`config.mk`:
```
export PLATFORM = sky130hd
export DESIGN_NAME = controle_elevador
export DESIGN_NICKNAME = d
export VERILOG_FILES = /design/src/rtl/pkg_elevador.sv /design/src/rtl/temporizador_elevador.sv /design/src/rtl/controle_elevador.sv
export SDC_FILE = /design/constraint.sdc
export NUM_CORES = 1
export LEC_CHECK = 0
export BUFFER_PORTS_ARGS = -buffer_cell sky130_fd_sc_hd__buf_2
export CAP_MARGIN = 20
export CORE_AREA = 2 2 54 56
export CTS_BUF_LIST = sky130_fd_sc_hd__clkbuf_4
export DETAILED_ROUTE_END_ITERATION = 12
export DIE_AREA = 0 0 56 58
export GPL_TIMING_DRIVEN = 0
export MAX_ROUTING_LAYER = met4
export PLACE_DENSITY_LB_ADDON = 0.08
export RECOVER_POWER = 50
export SLEW_MARGIN = 40
export SYNTH_ARGS = -nofsm -noshare
export SYNTH_HDL_FRONTEND = slang
export SYNTH_SLANG_ARGS = --single-unit
```
`constraint.sdc`:
```
create_clock -name clk -period 3.85 [get_ports clk]
set_clock_uncertainty 0.2 [all_clocks]
set_input_delay 0.385 -clock clk [delete_from_list [all_inputs] [get_ports clk]]
set_output_delay 0.385 -clock clk [all_outputs]
set_load 0.02 [all_outputs]
```
`src/rtl/pkg_elevador.sv`:
```
// Shared types and constants for the four-floor elevator controller.
package pkg_elevador;

  localparam int         NUM_ANDARES  = 4;
  localparam logic [1:0] CAP_EXCEDIDA = 2'b11;

  typedef enum logic [1:0] {
    PARADO,
    SUBINDO,
    DESCENDO,
    PORTA_ABERTA
  } estado_t;

endpackage

```
`src/rtl/temporizador_elevador.sv`:
```
// 8-bit loadable down-counter; saturates at zero, where the done flag is raised.
module temporizador_elevador (
  input  logic       clk,
  input  logic       reset,
  input  logic       carga,
  input  logic [7:0] valor,
  input  logic       habilita,
  output logic       fim
);

  logic [7:0] cont_q, cont_d;

  always_comb begin
    cont_d = cont_q;
    if (carga) begin
      cont_d = valor;
    end else if (habilita && (cont_q != 8'd0)) begin
      cont_d = cont_q - 8'd1;
    end
  end

  always_ff @(posedge clk) begin
    if (reset) begin
      cont_q <= 8'd0;
    end else begin
      cont_q <= cont_d;
    end
  end

  assign fim = (cont_q == 8'd0);

endmodule

```
`src/rtl/controle_elevador.sv`:
```
// Four-floor elevator controller: call latching, direction choice, travel and door timing.
module controle_elevador
  import pkg_elevador::*;
#(
  parameter int unsigned CICLOS_ANDAR = 8,
  parameter int unsigned CICLOS_PORTA = 4
) (
  input  logic                   clk,
  input  logic                   reset,
  input  logic [NUM_ANDARES-1:0] chamada,
  input  logic [1:0]             capacidade_atual,
  output logic [1:0]             andar_atual,
  output logic                   motor_sobe,
  output logic                   motor_desce,
  output logic                   porta_aberta,
  output logic [NUM_ANDARES-1:0] chamadas_pendentes,
  output logic                   excesso
);

  // Timer is loaded with N-1 so the state lasts exactly N cycles, ending on the done cycle.
  localparam logic [7:0] CARGA_ANDAR = 8'(CICLOS_ANDAR - 1);
  localparam logic [7:0] CARGA_PORTA = 8'(CICLOS_PORTA - 1);

  estado_t                estado_q, estado_d;
  logic [1:0]             andar_q, andar_d;
  logic [NUM_ANDARES-1:0] pend_q, pend_d;
  logic                   dir_sobe_q, dir_sobe_d;

  logic [NUM_ANDARES-1:0] efetivas, acima, abaixo;
  logic                   ha_acima, ha_abaixo;
  logic                   tmr_carga, tmr_habilita, tmr_fim;
  logic [7:0]             tmr_valor;

  for (genvar gi = 0; gi < NUM_ANDARES; gi++) begin : g_mascara
    assign acima[gi]  = (2'(gi) > andar_q);
    assign abaixo[gi] = (2'(gi) < andar_q);
  end

  assign excesso   = (capacidade_atual == CAP_EXCEDIDA);
  assign efetivas  = pend_q | chamada;
  assign ha_acima  = |(efetivas & acima);
  assign ha_abaixo = |(efetivas & abaixo);

  always_comb begin
    estado_d     = estado_q;
    andar_d      = andar_q;
    dir_sobe_d   = dir_sobe_q;
    pend_d       = pend_q | chamada;
    tmr_carga    = 1'b0;
    tmr_valor    = 8'd0;
    tmr_habilita = 1'b0;

    case (estado_q)
      PARADO: begin
        if (efetivas[andar_q]) begin
          estado_d        = PORTA_ABERTA;
          pend_d[andar_q] = 1'b0;
          tmr_carga       = 1'b1;
          tmr_valor       = CARGA_PORTA;
        end else if (ha_acima && (andar_q != 2'd3) && (dir_sobe_q || !ha_abaixo)) begin
          estado_d   = SUBINDO;
          dir_sobe_d = 1'b1;
          tmr_carga  = 1'b1;
          tmr_valor  = CARGA_ANDAR;
        end else if (ha_abaixo && (andar_q != 2'd0)) begin
          estado_d   = DESCENDO;
          dir_sobe_d = 1'b0;
          tmr_carga  = 1'b1;
          tmr_valor  = CARGA_ANDAR;
        end
      end

      SUBINDO: begin
        tmr_habilita = 1'b1;
        if (tmr_fim) begin
          andar_d  = andar_q + 2'd1;
          estado_d = PARADO;
        end
      end

      DESCENDO: begin
        tmr_habilita = 1'b1;
        if (tmr_fim) begin
          andar_d  = andar_q - 2'd1;
          estado_d = PARADO;
        end
      end

      PORTA_ABERTA: begin
        // A call for this floor is absorbed by holding the door, never latched.
        pend_d[andar_q] = 1'b0;
        tmr_habilita    = 1'b1;
        // Reloading every overloaded cycle makes the full door time restart when load drops.
        if (chamada[andar_q] || excesso) begin
          tmr_carga = 1'b1;
          tmr_valor = CARGA_PORTA;
        end else if (tmr_fim) begin
          estado_d = PARADO;
        end
      end

      default: estado_d = PARADO;
    endcase
  end

  always_ff @(posedge clk) begin
    if (reset) begin
      estado_q   <= PARADO;
      andar_q    <= 2'd0;
      pend_q     <= '0;
      dir_sobe_q <= 1'b1;
    end else begin
      estado_q   <= estado_d;
      andar_q    <= andar_d;
      pend_q     <= pend_d;
      dir_sobe_q <= dir_sobe_d;
    end
  end

  temporizador_elevador u_temporizador (
    .clk      (clk),
    .reset    (reset),
    .carga    (tmr_carga),
    .valor    (tmr_valor),
    .habilita (tmr_habilita),
    .fim      (tmr_fim)
  );

  assign andar_atual        = andar_q;
  assign motor_sobe         = (estado_q == SUBINDO);
  assign motor_desce        = (estado_q == DESCENDO);
  assign porta_aberta       = (estado_q == PORTA_ABERTA);
  assign chamadas_pendentes = pend_q;

endmodule

```
## Word-level counts from Yosys, hierarchy flattened

Cells that the tools add are included.

- Bitwise logic cells: 6
- Order comparisons: 10
- Equal/unequal tests: 9
- Reduce and logical (&&, ||, !) cells: 22
- Multiplexer cells: 32
- $add $sub $neg: 3

Operator list:

| kind | number |
|---|---|
| 2-to-1 mux 2 bit | 8 |
| 2-to-1 mux 8 bit | 2 |
| AND 4 bit | 3 |
| 2-to-1 mux 1 bit | 10 |
| 2-to-1 mux 3 bit | 3 |
| logical NOT 8 bit | 1 |
| case mux 4 bit (2 select lines) | 1 |
| nonzero test 2 bit | 4 |
| nonzero test 8 bit | 1 |
| OR reduction 4 bit | 2 |
| subtractor 8 x 1 -> 8 bit (second input constant) | 1 |
| equality test 2 bit (second input constant) | 3 |
| case mux 2 bit (3 select lines) | 1 |
| case mux 3 bit (2 select lines) | 1 |
| AND reduction 3 bit | 2 |
| logical AND 1 bit | 5 |
| binary-select mux 1 bit (select 2 bit) | 2 |
| > comparator 1 x 2 -> 1 bit (first input constant) | 2 |
| > comparator 2 bit (first input constant) | 2 |
| < comparator 1 x 2 -> 1 bit (first input constant) | 2 |
| < comparator 2 bit (first input constant) | 2 |
| 2-to-1 mux 4 bit | 1 |
| inequality test 2 x 1 -> 1 bit (second input constant) | 2 |
| inequality test 2 bit (second input constant) | 2 |
| 18 further kinds | 19 |

- Bits in registers: 17
- Input bits: 8
- Word-level logic and storage cells: 87
- Output and inout port bits: 10

## Longest topological paths before layout

Gate-level depths: netlist of the first run.

- Depth after elaboration: 10
- Gate-level depth with buffers: 7
- Depth with buffers taken out: 7

## Modules after synthesis

A second synthesis of the first run with hierarchy kept.

- Cell total of the unflattened synthesis: 140
- Area total of the unflattened synthesis: 1213.7 um2

Modules (own cells, without submodules):

| module | area each (um2) | cells an instance | times used | seq. area each (um2) |
|---|---|---|---|---|
| controle_elevador | 698.2 | 81 | 1 | 180.2 |
| temporizador_elevador | 515.5 | 59 | 1 | 160.2 |

## Worst setup path before layout of the first run

No wires, ideal clock.

- Kind: register to register
- Start point: register andar_q[0] (netlist: andar_atual[0])
- End point: register u_temporizador.cont_q[2]
- Cell stages (with the launch flop): 7
- Path buffers: 0
- Slack: 1.495 ns
- Setup time: 0.138 ns
- Arrival: 2.017 ns
- Required time: 3.512 ns
- Clock period less this slack: 2.355 ns
- Cell sequence: dfxtp_1 -> inv_1 -> ha_1 -> o311ai_0 -> a32oi_1 -> a311oi_4 -> o22ai_1

- Longest elaborated chain between the ends: 10
- Elaborated cells on any way between the ends: 35
- Classes of those cells: order compare: 8; eq/ne: 1; mux: 14; bitwise: 2; reduce/logical: 10

RTL lines:

| item | RTL line | RTL |
|---|---|---|
| from (decl) | controle_elevador.sv:25 | `logic [1:0] andar_q, andar_d;` |
| from (signal assigned) | controle_elevador.sv:114 | `andar_q <= andar_d;` |
| < comparator 1 x 2 -> 1 bit / < comparator 2 bit (equally long branches) | controle_elevador.sv:36 | `assign abaixo[gi] = (2'(gi) < andar_q);` |
| AND 4 bit | controle_elevador.sv:42 | `assign ha_abaixo = \|(efetivas & abaixo);` |
| OR reduction 4 bit | controle_elevador.sv:42 |  |
| logical NOT 1 bit | controle_elevador.sv:60 | `end else if (ha_acima && (andar_q != 2'd3) && (dir_sobe_q \|\| !ha_abaixo)) begin` |
| logical OR 1 bit | controle_elevador.sv:60 |  |
| logical AND 1 bit | controle_elevador.sv:60 |  |
| 2-to-1 mux 3 bit / 2-to-1 mux 1 bit (equally long branches) | controle_elevador.sv:60 |  |
| 2-to-1 mux 3 bit / 2-to-1 mux 1 bit (equally long branches) | controle_elevador.sv:55 | `if (efetivas[andar_q]) begin` |
| case mux 3 bit (2 select lines) / case mux 1 bit (2 select lines) (equally long branches) | controle_elevador.sv:53 | `case (estado_q)` |
| 2-to-1 mux 8 bit / nonzero test 2 bit (equally long branches) | -- |  |
| to (signal assigned) | temporizador_elevador.sv:26 | `cont_q <= cont_d;` |
| to (decl) | temporizador_elevador.sv:11 | `logic [7:0] cont_q, cont_d;` |

Several ways; a longest one is shown, not always the timed one. The select of a mux whose other input is x is not followed.
A chain may end at the register's enable or synchronous reset.

## Worst setup path in the final report of the first run

Same ends and word-level chain as after synthesis.

==> run metrics, run 1 <==
Leakage Power 0.496 nW; post-synth top area share 29.7%; Worst Tran Pin Value 0.595 ns; number of setup buffers added after CTS 0; initial antenna violation count 0; Synth warnings 0; CTS Hold Bufs 0; RSZ-0062 raised after global routing false; asr flop ratio synth 0%; largest net degree at the start of global routing 11; fill cell count ~260; H-Tree Depth 1; Root Buffer clkbuf_4; setup violators final 0; Syn-to-layout area delta 11.8%; Setup crit start kind flop; Critical Path Fanout Max 6; Worst Path Required about 3.8 ns; Initial Util 43.0%; PortBufs 17; most frequent cell after synthesis dfxtp_1; DRC viols 0; DR vias/cell 5.57; syn nets 145; routability cong. 0.834; 1st-pass router iterations 4; most frequent cells after synthesis dfxtp_1 (17), ha_1 (11), inv_1 (11), nor3_1 (11), nor2_1 (9); grt met2 use 32.9%; Setup CP Type flop to flop; die width 56 µm; clock buffer depth 2; sequential fraction of the synthesis area 29.7%; Final Slew Violations 0; Post-synth EDFFs 0; final hold vios 0; outcome finished, final reports clean; Antenna Violating Nets Remaining 0; Worst VDD drop 526 µV; Max Cap Viol 0; Yosys reg bits 17; syn_area_per_cell just over 9 µm²; Final #Nets 167; synthesized instance count 126; FMAX approximately 400 MHz; Synth Cell Area 1140 µm²; Sinks on Clock Net 17; num ports 18; vias in the first global route 1056; first-pass GRT wire length 4660 µm; pre-CTS setup slack 1.28 ns; register-to-register setup slack around 1.3 ns; Num CTS Buffers 3; Worst-Skew Late Latency 0.30 ns; fraction of layout cells with a size suffix above 1 14.3%; WL per Instance 14.5 µm; Data arrival, critical path 2.54 ns; most used routing layer met2; setup TNS 0 ns; PD cells 981 nW/µm²; full die area around 3200 µm²; row cnt 19; clk slew on worst S/H paths approximately 0.11 ns; Diodes inserted 0; PostCTS Resize Cnt 0; core box area approximately 2700 µm²; fin crit period 2.56 ns; max_slew headroom 60.0%; Top FF cell, synth dfxtp_1; overall power 1.26 mW; Die Height between 50 and 60 µm; final wirelength 2570 µm; synth unique cells 46; Initial DRC Count 21; HP Class primary input to flop; gr ovfl total 0; largest area contributor in the synthesized netlist dfxtp_1; Final Worst Setup Slack around 1.3 ns; Setup crit end kind flop; dominant cells by area after synthesis dfxtp_1 (30%), ha_1 (12%), nor3_1 (4.8%), mux4_2 (3.9%), xnor2_1 (3.8%); met3 Resource Use GR 6.03%; HPWL Detailed about 2000 µm; CTS tree yes; met1 usage 20.3%; DR vias 991; Tot GR Track Use 19.0%; fin crit share 66.6%
==> per-layer routing <==
metal | wire length, µm | vias up
met2 | 1280 | 23
met4 | 46 | 0
met3 | 115 | 7
met5 | 0 | -
met1 | 1130 | 462
li1 | - | 499
==> sequential cells by signal (all words and copies together) (netlist names) <==
name,count
andar_atual,2
estado_q,2
u_temporizador.cont_q,8
chamadas_pendentes,4
dir_sobe_q,1
==> layout make-up <==
cell class | instances | area [µm²] | area share, %
buffer | 2 | 7.51 | 0.587
clock buffer | 4 | 30.0 | 2.35
inverter | 12 | 45.0 | 3.52
multi-input combinational | 95 | 746 | 58.3
sequential | 17 | 340 | 26.6
tap | 31 | 38.8 | 3.03
timing repair buffer | 17 | 72.6 | 5.67
==> where the power goes <==
part | internal, mW | total, mW | leakage [nW] | switching, mW
Combinational | 0.350 | 0.835 | 0.337 | 0.485
Sequential | 0.246 | 0.310 | 0.140 | 0.0646
Clock | 0.0475 | 0.110 | 0.0184 | 0.0625
==> per-stage QoR <==
step,std cells,utilization (%),hold WS (ns),area (µm²)
floorplan,126,-,0.270,1140
global placement,174,47.7,0.307,1270
detailed placement,174,47.7,0.297,1270
CTS,178,48.8,0.166,1300
global route,178,48.1,0.185,1280
finish,178,48.1,0.162,1280
==> placed cells by master, fill, tap and decap left out, drive strengths merged, types with 2 or more instances in the layout <==
master | netlist | final
o32ai | 2 | 2
mux4 | 2 | 2
o21ai | 6 | 6
nor3 | 11 | 11
dfxtp | 17 | 17
inv | 12 | 12
o21a | 4 | 4
nor2 | 10 | 10
buf | 0 | 7
xor2 | 2 | 2
o22ai | 2 | 2
nand3 | 4 | 4
nand2b | 2 | 2
o311ai | 2 | 2
clkbuf | 2 | 16
and2 | 3 | 3
or2 | 2 | 2
nand2 | 4 | 4
xnor2 | 5 | 5
a21oi | 3 | 3
ha | 11 | 11
==> final timing paths <==
path,startpoint,cells past startpoint,endpoint
max reg2reg,andar_atual[0],6,u_temporizador.cont_q[2]
min reg2reg,dir_sobe_q,1,dir_sobe_q
max,andar_atual[0],6,u_temporizador.cont_q[2]
min,reset,3,u_temporizador.cont_q[2]
==> kinds of logic (layout without fill, tap and decap cells) <==
logic type	count (synthesis)	in the layout	share of synthesized area (%)
and+or+nand+nor	42	42	20.3
AOI/OAI and AO/OA	32	32	23.2
muxes	3	3	4.81
DFF	17	17	29.7
buffers and inverters	14	35	4.59
xor gates and xnor gates	7	7	5.36
adders and majority gates	11	11	12.0
==> critical path, stage by stage (launching register included) <==
cell	delay (ns)
dfxtp_1	0.48
inv_1	0.15
ha_1	0.23
o311ai_0	0.48
a32oi_1	0.30
a311oi_4	0.45
o22ai_1	0.15
(Power assumes the default switching activity.)
==> inputs of run 2 (changes only) <==
==> constraint.sdc (replaced) <==
create_clock -name clk -period 2.1 [get_ports clk]
set_clock_uncertainty 0.2 [all_clocks]
set_input_delay 0.21 -clock clk [delete_from_list [all_inputs] [get_ports clk]]
set_output_delay 0.21 -clock clk [all_outputs]
set_load 0.02 [all_outputs]
==> run metrics, run 2 (synthesis results as in run 1) <==
outcome finished, final reports clean; FMAX 477 MHz; routability cong. 0.898; Data arrival, critical path 2.11 ns; Buf+Inv Stages, Crit Path 3; H-Tree Depth 1; Tot GR Track Use roughly a fifth; Setup crit start kind flop; Die Height 58 µm; Cells after DPL approximately 170; crit-path leading delay family compound AO/OA/AOI/OAI gates; highest routed layer met4; final hold slack between 0.02 and 0.03 ns; area of the multi-input gates a little over 900 µm²; fraction of layout cells with a size suffix above 1 between 40% and 50%; largest net degree at the start of global routing 11; core box area about 2700 µm²; Setup CP Type flop to flop; sequential share of power 20.4%; final wirelength 3030 µm; Final Core Density 59.4%; Final #Nets 178; PortBufs 17; Initial Util 43.0%; full die area around 3200 µm²; met3 wire length 123 µm; DR vias 1073; Setup crit end kind flop; row cnt 19; FF+latch area 348 µm²; Critical Path Stages 8; fin crit period 2.10 ns; fin crit share 99.8%; commonest non-fill, non-tap cells in the layout dfxtp_1 (15), buf_2 (12), inv_1 (9), nor2_1 (8), buf_4 (8); P_int roughly 1.5 mW; Critical Path Fanout Max 5; Syn-to-layout area delta 38.0%; initial antenna violation count 0; Sinks on Clock Net 17; DR vias/cell 5.68; HPWL Detailed 1940 µm; max_slew headroom approximately three fifths; Worst Path Required 2.12 ns; met2 WL 1590 µm; WL met1 between 1000 and 1500 µm; P_sw 1.37 mW; Switching Fraction 47.9%; vias in the first global route 1051; die width 56 µm; WL per Instance 16.0 µm; Antenna Violating Nets Remaining 0; critical path, cell by cell buf_4, buf_4, ha_2, inv_2, o221ai_4, and2_4, o311a_4, o32ai_2; HP Class primary input to flop; clock buffer depth 2; fill cell count 233; Initial DRC Count 23; Worst-Skew Late Latency 0.30 ns; Hold Crit Depth 3; Clk pwr share about 7.0%; num ports 18; Largest register FFs 8; Slowest-stage cell, CP dfxtp_4; Leakage Power 0.602 nW; PD cells between 1500 and 2000 nW/µm²; gr ovfl total 0; Worst Tran Pin Value roughly 0.62 ns; CP dominant cell by count buf_4; DRC viols 0; Num CTS Buffers 3; CTS Hold Bufs 0; clk slew on worst S/H paths 0.10 ns; R2R depth 8; Worst VDD drop 1150 µV; final hold vios 0; crit-path max cell delay ~0.37 ns; Most flops, register u_temporizador.cont_q; Max Cap Viol 0; 1st-pass router iterations 5; Root Buffer clkbuf_4; Final Slew Violations 0; Finished Layout Cells roughly 190; first-pass GRT wire length 4840 µm; most common cell after layout, fill and taps aside dfxtp_1; RSZ-0062 raised after global routing true; CTS tree yes; setup violators final 0; Comb power frac 72.7%; Diodes inserted 0
==> run 2: changes by cell type in the layout (fill, tap and decap cells not counted), moves of 3 or more <==
| cell | before | now |
|---|---|---|
| buf_4 | 0 | 8 |
| buf_2 | 7 | 12 |
| clkbuf_1 | 12 | 7 |
| nor3_1 | 11 | 6 |
| nor3_2 | 0 | 5 |
| ha_1 | 11 | 7 |
| buf_6 | 0 | 3 |
| inv_1 | 12 | 9 |
==> run 2: metrics by stage <==
stage               setup WS, ns  instance area (µm²)  TNS (ns)  total power [mW]
floorplan                 0.0241                 1150         0              1.81
global placement          -0.123                 1280    -0.883              2.12
detailed placement        -0.150                 1280     -1.09              2.14
CTS                     -0.00245                 1440  -0.00245              2.57
global route             -0.0748                 1580    -0.284              3.09
finish                   0.00469                 1580         0              2.86
==> run 2: power by group through the flow <==
stage                     logic [mW]  registers, mW  clock network, mW
after floorplan                 1.19          0.622                  0
after global placement          1.54          0.585                  0
after detailed placement        1.55          0.591                  0
after CTS                       1.79          0.571              0.206
after global routing            2.28          0.599              0.220
final                           2.08          0.583              0.200
==> run 2: routing by layer <==
layer  global-route usage [%]  vias to the layer above
li1                         -                      527
met1                     22.7                      517
met5                        -                        -
met4                     3.06                        0
met3                     4.69                        6
met2                     35.1                       23
==> run 2: area by class of cell <==
type / count / area share (%)
Multi-Input combinational cell: 95 / 59.1
Sequential cell: 17 / 22.0
Timing Repair Buffer: 28 / 10.9
Buffer: 2 / 0.475
Tap cell: 31 / 2.45
Clock buffer: 4 / 1.90
Inverter: 12 / 3.17
==> run 2: worst register-to-register path, delay by kind of cell (launching register included) <==
| kind | cells | cell delay [ns] |
|---|---|---|
| AO/OA/AOI/OAI | 3 | 0.70 |
| adder cells (fa/ha/maj) | 1 | 0.18 |
| buffers and inverters | 3 | 0.38 |
| flip-flops | 1 | 0.37 |
| AND/OR/NAND/NOR | 1 | 0.19 |
==> run 2: worst paths after layout <==
path | to | slack [ns] | startpoint
worst max-delay path | estado_q[0] | 0.005 | andar_atual[1]
worst min-delay path | u_temporizador.cont_q[2] | 0.03 | reset
worst max register to register | estado_q[0] | 0.005 | andar_atual[1]
worst min register to register | dir_sobe_q | 0.35 | dir_sobe_q
==> run 2: what timing repair did <==
item / in CTS / in global routing
gates resized for setup: 16 / 20
setup buffers: 8 / 3
endpoints found under the setup margin: 10 / 10
pin swaps: 5 / 9
